===== src/rtl/fork_join_if.sv =====
// Handshake and branch-engine signal bundle for the fork/join sequencer.
// The slave modport is the sequencer; the master modport is the launcher plus branch engines.
interface fork_join_if #(
  parameter int NUM_BR = 2,
  parameter int TO_W   = 8
);
  localparam int FW = (NUM_BR > 1) ? $clog2(NUM_BR) : 1;

  logic              go_valid;
  logic              go_ready;
  logic [1:0]        go_mode;
  logic [TO_W-1:0]   go_timeout;
  logic [NUM_BR-1:0] br_start;
  logic [NUM_BR-1:0] br_done;
  logic [NUM_BR-1:0] br_kill;
  logic              join_valid;
  logic              join_ready;
  logic [FW-1:0]     join_first;
  logic [NUM_BR-1:0] join_mask;
  logic              join_timeout;
  logic              busy;

  modport slave (
    input  go_valid, go_mode, go_timeout, br_done, join_ready,
    output go_ready, br_start, br_kill, join_valid, join_first, join_mask, join_timeout, busy
  );

  modport master (
    output go_valid, go_mode, go_timeout, br_done, join_ready,
    input  go_ready, br_start, br_kill, join_valid, join_first, join_mask, join_timeout, busy
  );
endinterface


===== src/rtl/fork_join_ctrl.sv =====
// Fork/join sequencer: one start pulse to NUM_BR branch engines, then a join report
// with ALL / ANY / NONE semantics, optional timeout kill, and drain of the stragglers.
module fork_join_ctrl #(
  parameter int NUM_BR = 2,
  parameter int TO_W   = 8
) (
  input  logic       clk,
  input  logic       rst,
  fork_join_if.slave fj
);
  localparam int FW = (NUM_BR > 1) ? $clog2(NUM_BR) : 1;
  localparam logic [1:0] MODE_ALL  = 2'd0;
  localparam logic [1:0] MODE_ANY  = 2'd1;
  localparam logic [1:0] MODE_NONE = 2'd2;

  typedef enum logic [1:0] {ST_IDLE, ST_RUN, ST_REPORT, ST_DRAIN} state_t;

  state_t            state_q, state_d;
  logic [1:0]        mode_q, mode_d;
  logic [TO_W-1:0]   limit_q, limit_d;
  logic [TO_W-1:0]   cnt_q, cnt_d;
  logic [NUM_BR-1:0] done_q, done_d;
  logic              first_seen_q, first_seen_d;
  logic [FW-1:0]     first_idx_q, first_idx_d;
  logic              go_ready_q, go_ready_d;
  logic              busy_q, busy_d;
  logic [NUM_BR-1:0] br_start_q, br_start_d;
  logic              join_valid_q, join_valid_d;
  logic              join_timeout_q, join_timeout_d;
  logic [FW-1:0]     join_first_q, join_first_d;
  logic [NUM_BR-1:0] join_mask_q, join_mask_d;

  logic [NUM_BR-1:0] done_in;
  logic [NUM_BR-1:0] acc;
  logic [NUM_BR-1:0] lowest_hot;
  logic [NUM_BR-1:0] kill_c;
  logic [FW-1:0]     lowest_idx;
  logic              all_done;
  logic              join_cond;
  logic              limit_hit;
  logic              kill_fire;

  // Done pulses only count once a run is in flight; stale ones in IDLE are dropped.
  assign done_in   = (state_q == ST_IDLE) ? '0 : fj.br_done;
  assign acc       = done_q | done_in;
  assign all_done  = &acc;
  assign limit_hit = (limit_q != '0) && (cnt_q == limit_q);
  assign kill_fire = (state_q == ST_RUN) && limit_hit && !join_cond;

  genvar gi;
  generate
    for (gi = 0; gi < NUM_BR; gi++) begin : g_br
      if (gi == 0) begin : g_lo0
        assign lowest_hot[gi] = done_in[gi];
      end else begin : g_lo
        assign lowest_hot[gi] = done_in[gi] & ~(|done_in[gi-1:0]);
      end
      assign kill_c[gi] = kill_fire & ~acc[gi];
    end
  endgenerate

  always_comb begin
    lowest_idx = '0;
    for (int i = 0; i < NUM_BR; i++) begin
      if (lowest_hot[i]) begin
        lowest_idx = lowest_idx | FW'(i);
      end
    end
  end

  always_comb begin
    case (mode_q)
      MODE_ANY:  join_cond = |acc;
      MODE_NONE: join_cond = 1'b1;
      default:   join_cond = all_done;
    endcase
  end

  always_comb begin
    state_d        = state_q;
    mode_d         = mode_q;
    limit_d        = limit_q;
    cnt_d          = cnt_q;
    done_d         = done_q;
    first_seen_d   = first_seen_q;
    first_idx_d    = first_idx_q;
    br_start_d     = '0;
    join_valid_d   = join_valid_q;
    join_timeout_d = join_timeout_q;
    join_first_d   = join_first_q;
    join_mask_d    = join_mask_q;

    case (state_q)
      ST_IDLE: begin
        if (fj.go_valid && go_ready_q) begin
          state_d      = ST_RUN;
          mode_d       = (fj.go_mode == 2'd3) ? MODE_ALL : fj.go_mode;
          limit_d      = fj.go_timeout;
          cnt_d        = TO_W'(1);
          done_d       = '0;
          first_seen_d = 1'b0;
          first_idx_d  = '0;
          br_start_d   = '1;
        end
      end

      ST_RUN: begin
        done_d = acc;
        cnt_d  = cnt_q + TO_W'(1);
        if (!first_seen_q && (|done_in)) begin
          first_seen_d = 1'b1;
          first_idx_d  = lowest_idx;
        end
        // The join condition takes priority over a timeout landing in the same cycle.
        if (join_cond) begin
          state_d        = ST_REPORT;
          join_valid_d   = 1'b1;
          join_timeout_d = 1'b0;
          join_first_d   = first_seen_q ? first_idx_q : lowest_idx;
          join_mask_d    = acc;
        end else if (limit_hit) begin
          state_d        = ST_REPORT;
          join_valid_d   = 1'b1;
          join_timeout_d = 1'b1;
          join_first_d   = '0;
          join_mask_d    = acc;
        end
      end

      ST_REPORT: begin
        done_d = acc;
        if (fj.join_ready) begin
          join_valid_d   = 1'b0;
          join_timeout_d = 1'b0;
          join_first_d   = '0;
          join_mask_d    = '0;
          state_d        = (join_timeout_q || all_done) ? ST_IDLE : ST_DRAIN;
        end
      end

      ST_DRAIN: begin
        done_d = acc;
        if (all_done) begin
          state_d = ST_IDLE;
        end
      end

      default: state_d = ST_IDLE;
    endcase

    go_ready_d = (state_d == ST_IDLE);
    busy_d     = (state_d != ST_IDLE);
  end

  always_ff @(posedge clk or posedge rst) begin
    if (rst) begin
      state_q        <= ST_IDLE;
      mode_q         <= MODE_ALL;
      limit_q        <= '0;
      cnt_q          <= '0;
      done_q         <= '0;
      first_seen_q   <= 1'b0;
      first_idx_q    <= '0;
      go_ready_q     <= 1'b0;
      busy_q         <= 1'b0;
      br_start_q     <= '0;
      join_valid_q   <= 1'b0;
      join_timeout_q <= 1'b0;
      join_first_q   <= '0;
      join_mask_q    <= '0;
    end else begin
      state_q        <= state_d;
      mode_q         <= mode_d;
      limit_q        <= limit_d;
      cnt_q          <= cnt_d;
      done_q         <= done_d;
      first_seen_q   <= first_seen_d;
      first_idx_q    <= first_idx_d;
      go_ready_q     <= go_ready_d;
      busy_q         <= busy_d;
      br_start_q     <= br_start_d;
      join_valid_q   <= join_valid_d;
      join_timeout_q <= join_timeout_d;
      join_first_q   <= join_first_d;
      join_mask_q    <= join_mask_d;
    end
  end

  assign fj.go_ready     = go_ready_q;
  assign fj.busy         = busy_q;
  assign fj.br_start     = br_start_q;
  assign fj.br_kill      = kill_c;
  assign fj.join_valid   = join_valid_q;
  assign fj.join_timeout = join_timeout_q;
  assign fj.join_first   = join_first_q;
  assign fj.join_mask    = join_mask_q;

endmodule


===== src/flat_wrapper.sv =====
// flat-port wrapper written by rule: the top's interface ports become plain ports
module fork_join_ctrl_flat 
#(
  parameter int NUM_BR = 2,
  parameter int TO_W   = 8
)
  (clk, rst, fj_go_valid, fj_go_mode, fj_go_timeout, fj_br_done, fj_join_ready, fj_go_ready, fj_br_start, fj_br_kill, fj_join_valid, fj_join_first, fj_join_mask, fj_join_timeout, fj_busy);
  fork_join_if #(.NUM_BR(NUM_BR), .TO_W(TO_W)) fj_i ();
  input  logic clk;
  input  logic rst;
  input wire logic [$bits(fj_i.go_valid)-1:0] fj_go_valid;
  input wire logic [$bits(fj_i.go_mode)-1:0] fj_go_mode;
  input wire logic [$bits(fj_i.go_timeout)-1:0] fj_go_timeout;
  input wire logic [$bits(fj_i.br_done)-1:0] fj_br_done;
  input wire logic [$bits(fj_i.join_ready)-1:0] fj_join_ready;
  output wire logic [$bits(fj_i.go_ready)-1:0] fj_go_ready;
  output wire logic [$bits(fj_i.br_start)-1:0] fj_br_start;
  output wire logic [$bits(fj_i.br_kill)-1:0] fj_br_kill;
  output wire logic [$bits(fj_i.join_valid)-1:0] fj_join_valid;
  output wire logic [$bits(fj_i.join_first)-1:0] fj_join_first;
  output wire logic [$bits(fj_i.join_mask)-1:0] fj_join_mask;
  output wire logic [$bits(fj_i.join_timeout)-1:0] fj_join_timeout;
  output wire logic [$bits(fj_i.busy)-1:0] fj_busy;
  assign fj_i.go_valid = fj_go_valid;
  assign fj_i.go_mode = fj_go_mode;
  assign fj_i.go_timeout = fj_go_timeout;
  assign fj_i.br_done = fj_br_done;
  assign fj_i.join_ready = fj_join_ready;
  assign fj_go_ready = fj_i.go_ready;
  assign fj_br_start = fj_i.br_start;
  assign fj_br_kill = fj_i.br_kill;
  assign fj_join_valid = fj_i.join_valid;
  assign fj_join_first = fj_i.join_first;
  assign fj_join_mask = fj_i.join_mask;
  assign fj_join_timeout = fj_i.join_timeout;
  assign fj_busy = fj_i.busy;
  fork_join_ctrl #(.NUM_BR(NUM_BR), .TO_W(TO_W)) u_core (.clk(clk), .rst(rst), .fj(fj_i));
endmodule

===== config.mk =====
export PLATFORM = sky130hd
export DESIGN_NAME = fork_join_ctrl_flat
export DESIGN_NICKNAME = d
export VERILOG_FILES = /design/src/rtl/fork_join_if.sv /design/src/rtl/fork_join_ctrl.sv /design/src/flat_wrapper.sv
export SDC_FILE = /design/constraint.sdc
export NUM_CORES = 1
export LEC_CHECK = 0
export ABC_CLOCK_PERIOD_IN_PS = 2340
export CAP_MARGIN = 10
export CORE_MARGIN = 8
export CORE_UTILIZATION = 40
export CTS_CLUSTER_SIZE = 12
export DETAILED_ROUTE_END_ITERATION = 8
export PLACE_DENSITY = 0.69
export SETUP_SLACK_MARGIN = 0.4
export SYNTH_ARGS = -nofsm -noshare
export SYNTH_HDL_FRONTEND = slang
export SYNTH_SLANG_ARGS = --single-unit

===== constraint.sdc =====
create_clock -name clk -period 2.34 [get_ports clk]
set_input_delay 0.468 -clock clk [delete_from_list [all_inputs] [get_ports clk]]
set_output_delay 0.468 -clock clk [all_outputs]
set_load 0.05 [all_outputs]

Yosys cells after proc, flatten, opt, wreduce, memory -nomap -nowiden
Index checks and enable logic that the tools add are counted.
{"block": "totals", "regBits": 33, "input_bits": 16, "output_inout_bits": 11, "word_cells": 91}
{"block": "op_classes", "addsub": 1, "eq_ne": 11, "mux": 36, "bitwise": 7, "reduce_logical": 22}
{"operator": "2-bit two-way mux", "count": 14}
{"operator": "8-bit case mux with 2 select lines", "count": 1}
{"operator": "1-bit case mux with 2 select lines", "count": 6}
{"operator": "1-bit two-way mux", "count": 11}
{"operator": "8-bit by 1-bit adder with 8-bit output, second input constant", "count": 1}
{"operator": "2-bit equality test, second input constant", "count": 4}
{"operator": "8-bit equality test", "count": 1}
{"operator": "8-bit two-way mux", "count": 1}
{"operator": "2-bit case mux with 2 select lines", "count": 2}
{"operator": "2-bit case mux with 4 select lines", "count": 1}
{"operator": "8-bit nonzero test", "count": 1}
{"operator": "2-bit inequality test, second input constant", "count": 3}
{"operator": "2-bit AND reduction", "count": 3}
{"operator": "3-bit AND reduction", "count": 2}
{"operator": "2-bit nonzero test", "count": 3}
{"operator": "1-bit logical AND", "count": 5}
{"operator": "2-bit by 1-bit equality test with 1-bit output, second input constant", "count": 2}
{"operator": "2-bit zero test", "count": 2}
{"operator": "2-bit OR reduction", "count": 2}
{"operator": "1-bit AND", "count": 3}
{"operator": "3-bit by 1-bit inequality test with 1-bit output, second input constant", "count": 1}
{"operator": "1-bit NOT", "count": 3}
{"operator": "3-bit OR reduction", "count": 1}
{"operator": "1-bit zero test", "count": 2}
{"operator": "2 further kinds", "count": 2}

Depth between registers and ports, before layout
Gate-level depths: netlist of the first run.
{"block": "logic_depth", "depth_word": 9, "ltp_mapped": 9, "depth_no_buf": 8}

Least setup slack after synthesis of the first run
No wires, ideal clock.
{"block": "synth_path", "path_type": "reg-to-output", "startpoint": "register u_core.state_q[1]", "endpoint": "output port fj_br_kill[0]", "arrival_ps": 1861, "t_required_ps": 1872, "path_slack_ps": 11, "stages_incl_launch_ff": 7, "n_path_buf": 0, "cell_sequence": "dfrtp_1 inv_1 ha_1 and2b_1 o32ai_1 a31o_2 and3_1"}
{"block": "synth_via", "elab_chain_cells": 8, "elab_cells_between_ends": 12, "cone_classes": "eq/ne (1); mux (2); bitwise (3); reduce/logical (6)"}
{"item": "start, declared", "line": "fork_join_ctrl.sv:18", "text": "state_t state_q, state_d;"}
{"item": "start signal, assigned", "line": "fork_join_ctrl.sv:172", "text": "state_q <= state_d;"}
{"item": "2-bit zero test", "line": "fork_join_ctrl.sv:44", "text": "assign done_in = (state_q == ST_IDLE) ? '0 : fj.br_done;"}
{"item": "2-bit two-way mux", "line": "fork_join_ctrl.sv:44"}
{"item": "2-bit OR", "line": "fork_join_ctrl.sv:45", "text": "assign acc = done_q | done_in;"}
{"item": "2-bit AND reduction / 2-bit OR reduction (equally long branches)", "line": "fork_join_ctrl.sv:46, fork_join_ctrl.sv:73"}
{"item": "1-bit case mux with 2 select lines", "line": "fork_join_ctrl.sv:72", "text": "case (mode_q)"}
{"item": "1-bit zero test", "line": "fork_join_ctrl.sv:48", "text": "assign kill_fire = (state_q == ST_RUN) && limit_hit && !join_cond;"}
{"item": "1-bit logical AND", "line": "fork_join_ctrl.sv:48"}
{"item": "1-bit AND *", "line": "fork_join_ctrl.sv:58", "text": "assign kill_c[gi] = kill_fire & ~acc[gi];"}
{"item": "end, declared", "line": "flat_wrapper.sv:18", "text": "output wire logic [$bits(fj_i.br_kill)-1:0] fj_br_kill;"}
Mark *: on every way between the ends. The rest lies on a longest branch, timed or not.

Worst setup path after layout of the first run
{"block": "layout_path", "startpoint": "register u_core.mode_q[1]", "endpoint": "output port fj_br_kill[0]"}
{"block": "layout_via", "elab_chain_cells": 5, "elab_cells_between_ends": 6, "cone_classes": "eq/ne (2); mux (1); bitwise (1); reduce/logical (2)"}
{"item": "start, declared", "line": "fork_join_ctrl.sv:19", "text": "logic [1:0] mode_q, mode_d;"}
{"item": "start signal, assigned", "line": "fork_join_ctrl.sv:173", "text": "mode_q <= mode_d;"}
{"item": "2-bit equality test / 2-bit by 1-bit equality test with 1-bit output (equally long branches)", "line": "fork_join_ctrl.sv:72"}
{"item": "1-bit case mux with 2 select lines *", "line": "fork_join_ctrl.sv:72"}
{"item": "1-bit zero test *", "line": "fork_join_ctrl.sv:48"}
{"item": "1-bit logical AND *", "line": "fork_join_ctrl.sv:48"}
{"item": "1-bit AND *", "line": "fork_join_ctrl.sv:58"}
Marks and branches as above.

==> flow_summary.ini, run 1 <==
[status]
status = complete, but fails checks
violations = setup timing

[route]
first_pass_iters = 4
drt_iter0_drc = 148
vias_per_cell = 5.533
postRouteAntennaNets = 0
vias = 1660
wl_um = 4670
wire_per_inst_um = 15.57
drc = 0

[setup_path]
worst_ep_required_time_ps = 1870
r2r_cells = 8
worst_setup_path_end_kind = output port
critical_path_class = reg2out
arrival_ps = 1980
path_max_fanout = 3
worstSetupStartpointType = register

[clock_network]
clkSinkCount = 32
cts_buffers = 5
insertion_delay_ps = 280
cts_root_buf = clkbuf_8
hold_buffers = 0
path_clk_slew_ps = 60
cts_buffer_depth = 2
cts_tree = yes
htree_levels = 2

[sta]
finalWorstSetupSlack_ps = -109.4
worstMarginPinSlew_ps = 512.6
slew_viol_final = 0
fin_crit_sh = 1.047
relSlewSlack = 0.6577
max_freq_ghz = 0.4083
hold_viol_final = 0
fin_crit_ps = 2449
setup_violations = 2
rsz0062_at_grt = yes
skew_ps = 4.211

[yosys]
seq_area_frac_synth = 0.4539
synth.cell_area_um2 = 1764
synthCells = 189
yosysWarnings = 0
yosys-top-cells-count = nand2_1 (33), dfrtp_1 (32), nor2_1 (12)
syn_nets = 212
syn_area_per_cell_um2 = 9.334
synth_top_area_share = 0.4539
synth.most_common_cell = nand2_1
synth_top_area_cell = dfrtp_1
synthTopCellsByArea = dfrtp_1 (45%), nand2_1 (7.0%), ha_1 (5.0%), xnor2_1 (3.5%), o21ai_0 (2.8%)
yosys_most_used_dff = dfrtp_1
ys_ff_latch = 32
synthArstFlopShare = 1.000
synth_edf_count = 0
synth_cell_types = 47

[placed_design]
placed_cell_area_um2 = 2220
hpwl_um = 3040
portBuffers = 26
gp_congestion = 0.8563
dpl.cell_count = 274
place_ws_ps = -3.562

[power]
p_leak_nw = 1.197
total_power_mw = 3.930
peakVddDrop_mv = 0.7358
powerDensity_nw_per_um2 = 1529

[grt]
track_usage = 0.1385
grt_pass1_vias = 1484
grt_pass1_wl_um = 7169
grt_start_max_net_pins = 33
grt-ovfl-total = 0
antenna_found_initial = 0

[die]
die_area_um2 = 6791
core-area_um2 = 4294
rows = 24
ioPinCount = 27
die_x_um = 82.41
die_h_um = 82.41
start_util = 0.4108

[job]
drv_cap = 0

[final_layout]
instances_no_fill = 300
antenna_cells = 0
drive_above_1_share = 0.2863
nNetsFinal = 271
syn2layout_area_growth_pct = 45.67
fillCellCount = 352
stdcell_area_um2 = 2570

[min_path]
min_path_cells = 1
hold_class = reg2reg
==> cell families after synthesis <==
logic type	count (synthesis)	share of synthesized area
AO/OA/AOI/OAI	43	0.1752
XOR/XNOR	10	0.04965
adder cells (fa/ha/maj)	7	0.04964
buffers and inverters	16	0.04184
flip-flops	32	0.4539
AND/OR/NAND/NOR	81	0.2298
==> state kept, by name (all words and copies together), names as in the netlist <==
register / cells
u_core.fj.go_ready: 1
u_core.fj.join_valid: 1
u_core.state_q: 2
u_core.fj.join_mask: 2
u_core.cnt_q: 8
u_core.done_q: 2
u_core.fj.join_timeout: 1
u_core.first_seen_q: 1
u_core.fj.join_first: 1
u_core.mode_q: 2
u_core.fj.busy: 1
u_core.limit_q: 8
u_core.first_idx_q: 1
u_core.fj.br_start: 1
==> routing by layer <==
layer	vias up	track usage	part of all wire
li1	793	-	-
met1	792	0.1816	0.44
met2	61	0.2091	0.46
met3	14	0.03571	0.060
met4	0	0.06316	0.034
met5	-	0	0
==> repair_timing <==
| action | CTS | global route |
|---|---|---|
| setup endpoints to repair | 13 | 18 |
| resized for setup | 13 | 19 |
| buffers inserted | 12 | 7 |
| endpoints found under the hold margin | 0 | 0 |
| pin swaps | 8 | 5 |
==> path summary, 6_finish.rpt <==
| path | from | to | slack (ps) |
|---|---|---|---|
| setup / recovery | u_core.mode_q[1] | fj_br_kill[0] | -110 |
| hold / removal | u_core.fj.join_valid | u_core.fj.join_valid | 480 |
| setup reg to reg | u_core.state_q[1] | u_core.fj.busy | 230 |
| hold reg to reg | u_core.fj.join_valid | u_core.fj.join_valid | 480 |
| max in group asynchronous | rst | u_core.state_q[0] | 1440 |
| min in group asynchronous | rst | u_core.done_q[1] | 580 |
==> layout make-up <==
type                       instances  area (µm²)  share of cell area
multi-input combinational        141        1020              0.3968
sequential                        32       802.0              0.3121
timing repair buffer              58       549.3              0.2137
clock buffer                       7       96.34             0.03749
tap                               52       65.06             0.02532
inverter                          10       37.54             0.01461
==> placed cells by master, fill, tap and decap left out, types with 3 or more instances in the layout <==
master	instances
nor2_1	10
buf_4	28
inv_2	4
nor2_2	3
a21oi_1	4
a31oi_1	3
clkdlybuf4s50_1	17
ha_1	4
nor4_1	3
xnor2_1	7
buf_6	3
nand4_1	4
or3_1	3
inv_1	6
nand3_1	3
nor2b_1	5
dfrtp_1	31
clkbuf_8	7
o22ai_1	3
o21ai_0	9
nand2_1	32
o2bb2ai_1	3
dlymetal6s2s_1	5
xor2_1	3
==> stage by stage <==
| stage | util | hold WS, ps | TNS (ps) |
|---|---|---|---|
| after floorplan | - | 466.5 | 0 |
| after global placement | 0.5169 | 469.8 | 0 |
| after detailed placement | 0.5169 | 472.9 | -6.265 |
| after CTS | 0.5676 | 487.0 | -193.6 |
| after global routing | 0.5985 | 509.9 | -353.2 |
| final | 0.5985 | 481.5 | -217.3 |
==> worst max-delay path: stages (launching register included) <==
cell     delay, ps
dfrtp_1        410
ha_4           260
or3_4          400
o32ai_4        110
a31o_2         180
and3_4         200
buf_12         130
==> where the power goes <==
part	switching (mW)	internal [mW]	total, mW
logic	1.32	1.13	2.45
clock network	0.192	0.261	0.453
registers	0.235	0.795	1.03
total	1.75	2.18	3.93
Power figures use the tool's default switching activity.
==> run 2: changes to the inputs <==
--- a/config.mk
+++ b/config.mk
@@ -5,7 +5,6 @@
 export SDC_FILE = /design/constraint.sdc
 export NUM_CORES = 1
 export LEC_CHECK = 0
-export ABC_CLOCK_PERIOD_IN_PS = 2340
 export CAP_MARGIN = 10
 export CORE_MARGIN = 8
 export CORE_UTILIZATION = 40
==> results of run 2 <==
Same layout as run 1: the final DEF is identical, and so are final timing and power.
